$ cat src/rtl/usb_rx_pkg.sv
// Shared types and constants for the USB full-speed receive path.
// Line symbols are encoded as {dp, dm}.
package usb_rx_pkg;

   typedef enum logic [2:0] {
      ST_IDLE,
      ST_SYNC,
      ST_DATA,
      ST_EOP,
      ST_ERR
   } rx_state_e;

   localparam logic [1:0] LINE_J   = 2'b10;
   localparam logic [1:0] LINE_K   = 2'b01;
   localparam logic [1:0] LINE_SE0 = 2'b00;

   localparam int STUFF_LEN      = 6;
   localparam int SYNC_MIN_ZEROS = 5;

   localparam logic [15:0] CRC16_POLY     = 16'h8005;
   localparam logic [15:0] CRC16_INIT     = 16'hFFFF;
   localparam logic [15:0] CRC16_RESIDUAL = 16'h800D;

   localparam logic [7:0] PID_DATA0 = 8'hC3;
   localparam logic [7:0] PID_DATA1 = 8'h4B;

   // SE1 is not a legal bus state; it is folded into SE0.
   function automatic logic line_is_se0(input logic [1:0] line);
      return line[1] == line[0];
   endfunction

endpackage

$ cat src/rtl/usb_crc16_chk.sv
// Serial CRC16 LFSR (x^16+x^15+x^2+1) fed one data bit per enable, with synchronous clear.
// Only built into the receiver when USB_RX_CRC16_EN is defined.
module usb_crc16_chk
   import usb_rx_pkg::*;
(
   input  logic        clk_i,
   input  logic        rst_ni,
   input  logic        clr_i,
   input  logic        en_i,
   input  logic        bit_i,
   output logic [15:0] crc_o
);

   logic [15:0] crc_q;
   logic [15:0] crc_d;
   logic        fb;

   assign fb    = crc_q[15] ^ bit_i;
   assign crc_d = {crc_q[14:0], 1'b0} ^ (fb ? CRC16_POLY : 16'h0000);
   assign crc_o = crc_q;

   always_ff @(posedge clk_i or negedge rst_ni) begin
      if (!rst_ni) begin
         crc_q <= CRC16_INIT;
      end else if (clr_i) begin
         crc_q <= CRC16_INIT;
      end else if (en_i) begin
         crc_q <= crc_d;
      end
   end

endmodule

$ cat src/rtl/usb_nrzi_rx.sv
// USB full-speed receive front end: NRZI decode, bit unstuffing, SYNC/EOP framing, byte assembly.
// Defining USB_RX_CRC16_EN adds CRC16 residual checking of DATA0/DATA1 packets.
module usb_nrzi_rx
   import usb_rx_pkg::*;
#(
   parameter int MAX_BYTES    = 67,
   parameter int SE0_MAX_BITS = 3
) (
   input  logic       useClk,
   input  logic       resetN,
   input  logic       bitEn,
   input  logic       dp,
   input  logic       dm,
   output logic [7:0] rxData,
   output logic       rxValid,
   output logic       rxActive,
   output logic       packetDone,
   output logic       rxError,
   output logic       busReset,
   output logic       crcOk
);

   localparam int BC_W = $clog2(MAX_BYTES + 2);
   localparam int S0_W = $clog2(SE0_MAX_BITS + 2);
   localparam logic [BC_W-1:0] BYTES_MAX = BC_W'(MAX_BYTES);
   localparam logic [S0_W-1:0] SE0_MAX   = S0_W'(SE0_MAX_BITS);
   localparam logic [2:0]      STUFF_CNT = 3'(STUFF_LEN);
   localparam logic [2:0]      SYNC_CNT  = 3'(SYNC_MIN_ZEROS);

   rx_state_e       state_q;
   logic [1:0]      prev_line_q;
   logic [2:0]      zero_cnt_q;
   logic [2:0]      ones_cnt_q;
   logic [2:0]      bit_cnt_q;
   logic [BC_W-1:0] byte_cnt_q;
   logic [S0_W-1:0] se0_cnt_q;
   logic [S0_W-1:0] se0_cnt_d;
   logic [7:0]      shift_q;
   logic [7:0]      rx_data_q;
   logic            rx_valid_q;
   logic            rx_active_q;
   logic            packet_done_q;
   logic            rx_error_q;
   logic            bus_reset_q;

   logic [1:0] line;
   logic       line_se0;
   logic       line_j;
   logic       line_k;
   logic       nrzi_bit;
   logic       stuff_bit;
   logic       se0_long;
   logic       eop_ok;
   logic [7:0] shift_d;

   assign line      = {dp, dm};
   assign line_se0  = line_is_se0(line);
   assign line_j    = (line == LINE_J);
   assign line_k    = (line == LINE_K);
   assign nrzi_bit  = (line == prev_line_q);
   assign shift_d   = {nrzi_bit, shift_q[7:1]};
   assign stuff_bit = (ones_cnt_q == STUFF_CNT);
   assign eop_ok    = line_j && (se0_cnt_q <= SE0_MAX);

   // SE0 run length saturates one past the EOP limit, which is all busReset needs.
   always_comb begin
      se0_cnt_d = '0;
      if (line_se0) begin
         se0_cnt_d = (se0_cnt_q > SE0_MAX) ? se0_cnt_q : se0_cnt_q + S0_W'(1);
      end
   end

   assign se0_long = (se0_cnt_d > SE0_MAX);

   always_ff @(posedge useClk or negedge resetN) begin
      if (!resetN) begin
         state_q       <= ST_IDLE;
         prev_line_q   <= LINE_J;
         zero_cnt_q    <= '0;
         ones_cnt_q    <= '0;
         bit_cnt_q     <= '0;
         byte_cnt_q    <= '0;
         se0_cnt_q     <= '0;
         shift_q       <= '0;
         rx_data_q     <= '0;
         rx_valid_q    <= 1'b0;
         rx_active_q   <= 1'b0;
         packet_done_q <= 1'b0;
         rx_error_q    <= 1'b0;
         bus_reset_q   <= 1'b0;
      end else begin
         rx_valid_q    <= 1'b0;
         packet_done_q <= 1'b0;
         if (bitEn) begin
            se0_cnt_q   <= se0_cnt_d;
            bus_reset_q <= se0_long;
            // The line idles at J after SE0, so that is the reference for the next decoded bit.
            prev_line_q <= line_se0 ? LINE_J : line;
            case (state_q)
               ST_IDLE: begin
                  if (line_k) begin
                     state_q    <= ST_SYNC;
                     zero_cnt_q <= 3'd1;
                  end
               end
               ST_SYNC: begin
                  if (line_se0) begin
                     state_q <= ST_IDLE;
                  end else if (!nrzi_bit) begin
                     if (zero_cnt_q < SYNC_CNT) zero_cnt_q <= zero_cnt_q + 3'd1;
                  end else if (zero_cnt_q >= SYNC_CNT) begin
                     state_q     <= ST_DATA;
                     rx_active_q <= 1'b1;
                     rx_error_q  <= 1'b0;
                     ones_cnt_q  <= '0;
                     bit_cnt_q   <= '0;
                     byte_cnt_q  <= '0;
                  end else begin
                     state_q <= ST_IDLE;
                  end
               end
               ST_DATA: begin
                  if (line_se0) begin
                     state_q <= ST_EOP;
                  end else if (stuff_bit) begin
                     if (nrzi_bit) begin
                        rx_error_q <= 1'b1;
                        state_q    <= ST_ERR;
                     end else begin
                        ones_cnt_q <= '0;
                     end
                  end else begin
                     ones_cnt_q <= nrzi_bit ? ones_cnt_q + 3'd1 : 3'd0;
                     shift_q    <= shift_d;
                     bit_cnt_q  <= bit_cnt_q + 3'd1;
                     if (bit_cnt_q == 3'd7) begin
                        if (byte_cnt_q == BYTES_MAX) begin
                           rx_error_q <= 1'b1;
                           state_q    <= ST_ERR;
                        end else begin
                           rx_data_q  <= shift_d;
                           rx_valid_q <= 1'b1;
                           byte_cnt_q <= byte_cnt_q + BC_W'(1);
                        end
                     end
                  end
               end
               ST_EOP: begin
                  if (line_se0) begin
                     if (se0_long) rx_error_q <= 1'b1;
                  end else begin
                     state_q     <= ST_IDLE;
                     rx_active_q <= 1'b0;
                     if (eop_ok) begin
                        packet_done_q <= 1'b1;
                        if (bit_cnt_q != 3'd0) rx_error_q <= 1'b1;
                     end else if (se0_cnt_q <= SE0_MAX) begin
                        rx_error_q <= 1'b1;
                     end
                  end
               end
               ST_ERR: begin
                  if (line_se0) state_q <= ST_EOP;
               end
               default: state_q <= ST_IDLE;
            endcase
         end
      end
   end

   assign rxData     = rx_data_q;
   assign rxValid    = rx_valid_q;
   assign rxActive   = rx_active_q;
   assign packetDone = packet_done_q;
   assign rxError    = rx_error_q;
   assign busReset   = bus_reset_q;

`ifdef USB_RX_CRC16_EN
   logic [7:0]  pid_q;
   logic        crc_ok_q;
   logic        crc_clr;
   logic        crc_en;
   logic [15:0] crc_val;

   // Everything after the PID, CRC field included, runs through the LFSR.
   assign crc_clr = (state_q == ST_IDLE);
   assign crc_en  = bitEn && (state_q == ST_DATA) && !line_se0 && !stuff_bit &&
                    (byte_cnt_q != '0);

   usb_crc16_chk u_crc (
      .clk_i  (useClk),
      .rst_ni (resetN),
      .clr_i  (crc_clr),
      .en_i   (crc_en),
      .bit_i  (nrzi_bit),
      .crc_o  (crc_val)
   );

   always_ff @(posedge useClk or negedge resetN) begin
      if (!resetN) begin
         pid_q    <= '0;
         crc_ok_q <= 1'b1;
      end else if (state_q == ST_IDLE) begin
         pid_q <= '0;
      end else if (bitEn) begin
         if ((state_q == ST_DATA) && !line_se0 && !stuff_bit &&
             (bit_cnt_q == 3'd7) && (byte_cnt_q == '0)) begin
            pid_q <= shift_d;
         end
         if ((state_q == ST_EOP) && eop_ok) begin
            crc_ok_q <= !((pid_q == PID_DATA0) || (pid_q == PID_DATA1)) ||
                        (crc_val == CRC16_RESIDUAL);
         end
      end
   end

   assign crcOk = crc_ok_q;
`else
   assign crcOk = 1'b1;
`endif

endmodule

$ cat config.mk
export PLATFORM = sky130hd
export DESIGN_NAME = usb_nrzi_rx
export DESIGN_NICKNAME = d
export VERILOG_FILES = /design/src/rtl/usb_rx_pkg.sv /design/src/rtl/usb_crc16_chk.sv /design/src/rtl/usb_nrzi_rx.sv
export SDC_FILE = /design/constraint.sdc
export NUM_CORES = 1
export LEC_CHECK = 0
export ABC_AREA = 1
export CORE_MARGIN = 1
export CORE_UTILIZATION = 53
export CTS_CLUSTER_SIZE = 12
export DETAILED_ROUTE_END_ITERATION = 16
export HOLD_SLACK_MARGIN = 0.05
export PLACE_DENSITY = 0.76
export SYNTH_ARGS = -nofsm -noshare
export SYNTH_HDL_FRONTEND = slang
export SYNTH_SLANG_ARGS = --single-unit
export TNS_END_PERCENT = 1
$ cat constraint.sdc
create_clock -name useClk -period 1.7 [get_ports useClk]
set_clock_uncertainty 0.1 [all_clocks]
set_input_delay 0.425 -clock useClk [delete_from_list [all_inputs] [get_ports useClk]]
set_output_delay 0.425 -clock useClk [all_outputs]
set_load 0.05 [all_outputs]
==> impl_results.md, run 1 <==
* Status: finished, violations left
* Failing checks: setup timing
* Final total power at 3.577 mW
* Die Width at 70.90 µm
* Final Setup Violations at 2
* Nature of the critical path endpoint: register
* Worst min path class: in2reg
* Clock tree sinks at 44
* WL per Instance at 14.71 µm
* CTS Buf Count at 5
* Inserted Diodes at 0
* Initial antenna violation count at 0
* Max VDD drop at 1015 µV
* Row cnt at 24
* RD Place Congestion at 0.8802
* Hold_ws at 386.2 ps
* Initial core utilization at 56.62%
* Fmax at 571.9 MHz
* Avg Cell Area, Syn at 7.839 µm²
* Critical Path RT at 1800 ps
* Vias in the first global route at 2192
* Overflow after GRT at 0
* Combinational Power Share at 42.6%
* Leak pwr at 1.757 nW
* Final core occ at 78.83%
* TritonCTS clock tree: yes
* Final ANT Viol Nets at 0
* Syn nets at 338
* Clk root buf: clkbuf_8
* Die ar. at 5027 µm²
* DR pass1 iterations at 5
* Post-DP HPWL at 3949 µm
* NumNets Final at 404
* Area growth from synthesis to final layout at 39.23%
* Final worst setup slack at -48.65 ps
* Setup repair after global routing missed its margin: true
* Post-Route WL at 6471 µm
* Netlist Area Pre-Place at 2516 µm²
* Net Sw Frac at 40.03%
* Yosys cell types at 33
* Internal power at 2.145 mW
* DR vias/cell at 5.482
* Worst-case reg-to-reg path depth at 10
* Worst setup path endpoint: state_q[2]
* Synthesized flop and latch total at 44
* Hold Violations, Final at 0
* First-pass GRT wire length at 9839 µm
* Crit Path Class: reg2reg
* Pwr/cell area at 1021 nW/µm²
* Sequential share of power at 38.6%
* Worst-Skew Late Latency at 310 ps
* Clock share of power at 18.7%
* Most frequent cells in the layout: nand2_1 (86), dfrtp_1 (41), buf_4 (38), nor2_1 (35), inv_1 (23)
* Final period utilization at 102.9%
* # DRC at 0
* CP max FO at 4
* Area occupied by multi-input gates at 1428 µm²
* IO Pins at 19
* Register area share after synthesis at 43.81%
* Psw at 1.432 mW
* Cells after synthesis at 321
* Hold depth at 3
* Worst-path clk slew at 90 ps
* Htree depth at 2
* Core Footprint at 4444 µm²
* Flop2flop setup slack at -50 ps
* Layout cells sized above 1 at 32.47%
* Clock Path Buffers at 2
* R2R Path Start: byte_cnt_q[1]
* Crit path from: byte_cnt_q[1]
* Register area at 1105 µm²
* Largest net degree at the start of global routing at 28
* CP Launch Type: register
* Worst R2R End: state_q[2]
* Input/output buffers at 17
* Fillers at 267
* Leading cell type in the layout, fill and taps excluded: nand2_1
* Die Y at 70.90 µm
* DR vias at 2412
* Fin crit period at 1749 ps
* Total Routing Usage GR at 24.85%
* Slew Limit Fails at 0
* Initial drt markers at 167
* CP Data Arrival Time at 1840 ps
* Max-cap violations at 0
* Warnings, synthesis at 0
[stage by stage]
stage	instance area [µm²]	TNS (ps)	worst slack (ps)	cells
after floorplan	2529	0	29.58	321
after global placement	3097	-16910	-501.9	413
after detailed placement	3097	-18340	-560.3	413
after CTS	3248	0	3.696	424
after global routing	3503	-957.8	-126.1	440
final	3503	-53.37	-48.65	440
[layout make-up]
cell class,instances,share of cell area (%)
multi-input combinational,241,40.75
sequential,44,31.54
timing repair buffer,62,19.39
inverter,33,3.964
clock buffer,5,1.964
tap,52,1.857
clock inverter,3,0.5357
[worst min path at each step]
stage | slack [ps] | start | end
2_1_floorplan | 30 | resetN | bit_cnt_q[0]
3_3_place_gp | 290 | resetN | state_q[0]
3_5_place_dp | 290 | resetN | state_q[0]
4_1_cts | 390 | shift_q[1] | rxData[0]
5_1_grt | 420 | dm | prev_line_q[1]
6_report | 390 | dm | prev_line_q[1]
[layer usage]
| layer | track usage, % | vias to the layer above | wire [µm] |
|---|---|---|---|
| met1 | 33.40 | 1153 | 2802 |
| met5 | 0 | - | 0 |
| met3 | 4.274 | 18 | 301 |
| met2 | 40.81 | 82 | 3202 |
| li1 | - | 1159 | - |
| met4 | 8.889 | 0 | 165 |
[Yosys cell counts]
library cell / instances / area (µm²)
nand2_1: 99 / 371.6
dfrtp_1: 43 / 1076
nor2_1: 38 / 142.6
inv_1: 27 / 101.4
nand3_1: 20 / 100.1
o21ai_0: 20 / 100.1
ha_1: 12 / 150.1
a21oi_1: 9 / 45.04
nor2_2: 8 / 50.05
inv_2: 6 / 22.52
nand4_1: 6 / 37.54
xor2_1: 3 / 26.28
buf_2: 2 / 10.01
buf_6: 2 / 22.52
nand2_2: 2 / 12.51
nand3_4: 2 / 35.03
nor2_4: 2 / 22.52
nor2_8: 2 / 40.04
nor3_1: 2 / 10.01
o21bai_1: 2 / 15.01
xnor2_1: 2 / 17.52
a31oi_1: 1 / 6.260
buf_4: 1 / 7.510
conb_1: 1 / 3.750
dfstp_2: 1 / 26.28
nand2_4: 1 / 11.26
nand3b_1: 1 / 7.510
nor3b_1: 1 / 7.510
nor3b_2: 1 / 12.51
o211ai_1: 1 / 7.510
o21ai_1: 1 / 5.000
o22ai_1: 1 / 6.260
or2_2: 1 / 6.260
[repair_timing]
action / CTS / global route
endpoints found under the setup margin: 36 / 26
resized for setup: 15 / 46
endpoints found under the hold margin: 16 / 0
pin swaps: 6 / 20
setup buffers: 1 / 15
cloned: 1 / 1
hold buffers: 1 / 0
[power by group through the flow]
| stage | registers (mW) | clock network, mW | logic [mW] |
|---|---|---|---|
| CTS | 1.37 | 0.676 | 1.20 |
| detailed placement | 1.39 | 0 | 1.13 |
| floorplan | 1.40 | 0 | 0.743 |
| global placement | 1.38 | 0 | 1.10 |
| global route | 1.40 | 0.699 | 1.68 |
| finish | 1.38 | 0.670 | 1.52 |
[sequential cells by signal, summed over array words and instances (netlist names)]
name	flops
bit_cnt_q	3
busReset	1
byte_cnt_q	7
ones_cnt_q	3
packetDone	1
prev_line_q	2
rxActive	1
rxData	8
rxError	1
rxValid	1
se0_cnt_q	3
shift_q	7
state_q	3
zero_cnt_q	3
[kinds of logic (layout without fill, tap and decap cells)]
logic type,Yosys count,count (layout),share of synthesized area [%]
AND/OR/NAND/NOR,186,188,34.46
flip-flops,44,44,43.81
buffers and inverters,38,103,6.514
AO/OA/AOI/OAI,35,35,7.360
adder cells (fa/ha/maj),12,12,5.967
XOR/XNOR,5,5,1.741
other,1,1,0.1490
[critical path: stages (launching register included)]
cell     delay [ps]
dfrtp_1         400
ha_1            190
nand2_1          60
nor2_1          150
nand2_1         130
nand3_1         130
nand2_2          80
nor2_4          150
nand2_2          80
nand2_1          90
nand2_1          70
Note: power is estimated with default switching activity, not from simulation.
==> inputs of run 2 (changes only) <==
Settings changed: ABC_AREA 1 to unset, CORE_MARGIN 1 to unset, CORE_UTILIZATION 53 to 52, PLACE_DENSITY 0.76 to 0.75, SLEW_MARGIN set to 0.
==> impl_results.md, run 2 <==
* Final total power at 4.239 mW (+19%)
* Finished Cell Area at 3586 µm² (+2.4%)
* Hold Violations, Final at 0 (unchanged)
* Flip-flop count of the largest register after layout at 8 (unchanged)
* WL per Instance at 18.70 µm (+27%)
* Die Y at 69.67 µm (-1.7%)
* Netlist Area Pre-Place at 2381 µm² (-5.4%)
* Yosys cell types at 56 (+70%)
* Crit path from: state_q[1]
* Worst-Skew Late Latency at 300 ps (about the same)
* Vias in the first global route at 2285 (+4.2%)
* First-pass GRT wire length at 10950 µm (+11%)
* Hold_sp: shift_q[5]
* CTS Buf Count at 5 (unchanged)
* Cells after synthesis at 231 (-28%)
* Warnings, synthesis at 0 (unchanged)
* Overflow after GRT at 0 (unchanged)
* Fillers at 237 (-11%)
* Syn nets at 248 (-27%)
* Commonest cells post-synth: dfrtp_1 (43), nand2_1 (30), o21ai_0 (15)
* Input/output buffers at 17 (unchanged)
* Share of the synthesized area in the top cell type at 45.19% (+2.4 points)
* Final Setup Violations at 33 (+31)
* R2R Path Start: state_q[1]
* CP max FO at 10 (+6)
* Status: finished, violations left
* DR vias at 2171 (-10%)
* Asr flop ratio synth at 100.0% (unchanged)
* Pwr/cell area at 1182 nW/µm² (+16%)
* Clock tree sinks at 44 (unchanged)
* Post-DP HPWL at 4493 µm (+14%)
* Critical path's slowest cell: dfrtp_1
* Avg Cell Area, Syn at 10.31 µm² (+31%)
* Core Footprint at 4384 µm² (-1.4%)
* Non-Filler Instances at 371 (-16%)
* Initial core utilization at 54.31% (-2.3 points)
* DR vias/cell at 5.852 (+6.7%)
* Initial drt markers at 110 (-34%)
* Cell-by-cell trace of the critical path: buf_6, or3b_4, a21oi_4, and2_4, and3_4, mux2_1
* Register area share after synthesis at 46.30% (+2.5 points)
* Final worst setup slack at -394.8 ps (-346.1 ps)
* Leading cell type in the layout, fill and taps excluded: buf_4
* Layout cells sized above 1 at 43.57% (+11 points)
* Clock Path Buffers at 2 (unchanged)
* Total Routing Usage GR at 28.87% (+4.0 points)
* Final period utilization at 123.2% (+20 points)
* Most area-consuming cells after synthesis: dfrtp_1 (45%), ha_1 (6.3%), nand2_1 (4.7%)
* Post-Route WL at 6939 µm (+7.2%)
* # DRC at 0 (unchanged)
* CP Data Arrival Time at 2190 ps (+350 ps)
* Synthesized flop and latch total at 44 (unchanged)
* Die Width at 69.67 µm (-1.7%)
* Nature of the critical path endpoint: register
* Flop2flop setup slack at -390 ps (-350 ps)
* Most used flip-flop cell after synthesis: dfrtp_1
* Clk root buf: clkbuf_8
* Post-synth EDFFs at 0 (unchanged)
* Failing checks: setup timing
* IO Pins at 19 (unchanged)
* Hold_ws at 408.7 ps (+22.55 ps)
* NumNets Final at 335 (-17%)
* Most frequent cells in the layout: buf_4 (62), dfrtp_1 (43), nand2_1 (29), buf_12 (13)
* Inserted Diodes at 0 (unchanged)
* Critical Path RT at 1800 ps (about the same)
* Crit Path Class: reg2reg
* Max-cap violations at 0 (unchanged)
* Placed Instances at 357 (-14%)
* Worst-path clk slew at 90 ps (about the same)
* Final ANT Viol Nets at 0 (unchanged)
* Largest net degree at the start of global routing at 20 (-29%)
* Setup repair after global routing missed its margin: true
* RD Place Congestion at 0.8505 (-3.4%)
* TritonCTS clock tree: yes
* Row cnt at 24 (unchanged)
* Initial antenna violation count at 0 (unchanged)
* Fmax at 477.4 MHz (-17%)
* Final core occ at 81.79% (+3.0 points)
* Htree depth at 2 (unchanged)
* Post-DP Area at 3219 µm² (+4.0%)
* Delay-heaviest family, CP: simple AND/OR/NAND/NOR gates
* Crit path buffers/inverters at 1 (+1)
* Slew Limit Fails at 0 (unchanged)
* Worst min path class: reg2reg
* Synth area leader: dfrtp_1
* Crit-path max cell delay at 410 ps (about the same)
* Leak pwr at 1.689 nW (-3.9%)
* DR pass1 iterations at 4 (-1)
* Total negative setup slack at -7895 ps (-7842 ps)
* Post-place setup slack at -954.1 ps (-393.8 ps)
* Area growth from synthesis to final layout at 50.60%
* Max VDD drop at 1040 µV (+2.4%)
* Most frequent cell after synthesis: dfrtp_1
* CP Launch Type: register
* Fin crit period at 2095 ps (+346.1 ps)
* Die ar. at 4853 µm² (-3.5%)
## run 2: repair_timing
action	CTS	global route
hold buffers	1	0
hold endpoints to repair	11	0
endpoints found under the setup margin	39	38
gates resized for setup	31	19
setup buffers	4	1
pin swaps	10	9
## run 2: worst paths after layout
path,cells past startpoint,to
setup reg to reg,6,rxData[7]
max in group asynchronous,3,zero_cnt_q[2]
min in group asynchronous,2,bit_cnt_q[0]
hold reg to reg,2,shift_q[4]
setup / recovery,6,rxData[7]
hold / removal,2,shift_q[4]
## run 2: worst reg2reg max path: stages, from the launching register on
cell and delay, ps:
dfrtp_1 410, buf_6 120, or3b_4 400, a21oi_4 160
and2_4 160, and3_4 300, mux2_1 340
## run 2: layout make-up
cell class | count | area [µm²] | share of cell area [%]
inverters | 12 | 45.04 | 1.256
clock inverters | 2 | 38.79 | 1.082
multi-input cells | 167 | 1393 | 38.83
repair buffers | 88 | 859.6 | 23.97
flip-flops and latches | 44 | 1102 | 30.74
clock buffers | 6 | 82.58 | 2.303
well taps | 52 | 65.06 | 1.814
## run 2: layer usage
layer	wire (µm)	track usage, %	vias to the layer above
li1	-	-	1003
met1	2860	36.13	1074
met2	3581	49.41	73
met3	307	5.378	21
met4	190	11.33	0
met5	0	0	-
## run 2: cell families (layout without fill, tap and decap cells)
logic type                 Yosys count  in the layout  share of synthesized area [%]
adders and majority gates           12             12                          6.306
xor gates and xnor gates             3              3                          1.104
buffers and inverters               20            108                          4.151
other                                1              1                         0.1575
AOI/OAI and AO/OA                   57             57                          17.29
muxes                               14             14                          6.569
and+or+nand+nor                     80             80                          18.13
DFF                                 44             44                          46.30
## run 2: power breakdown
group	internal, mW	leakage, nW	switching, mW
registers	1.20	0.597	0.136
clock network	0.481	0.0614	0.381
logic	1.02	1.03	1.03
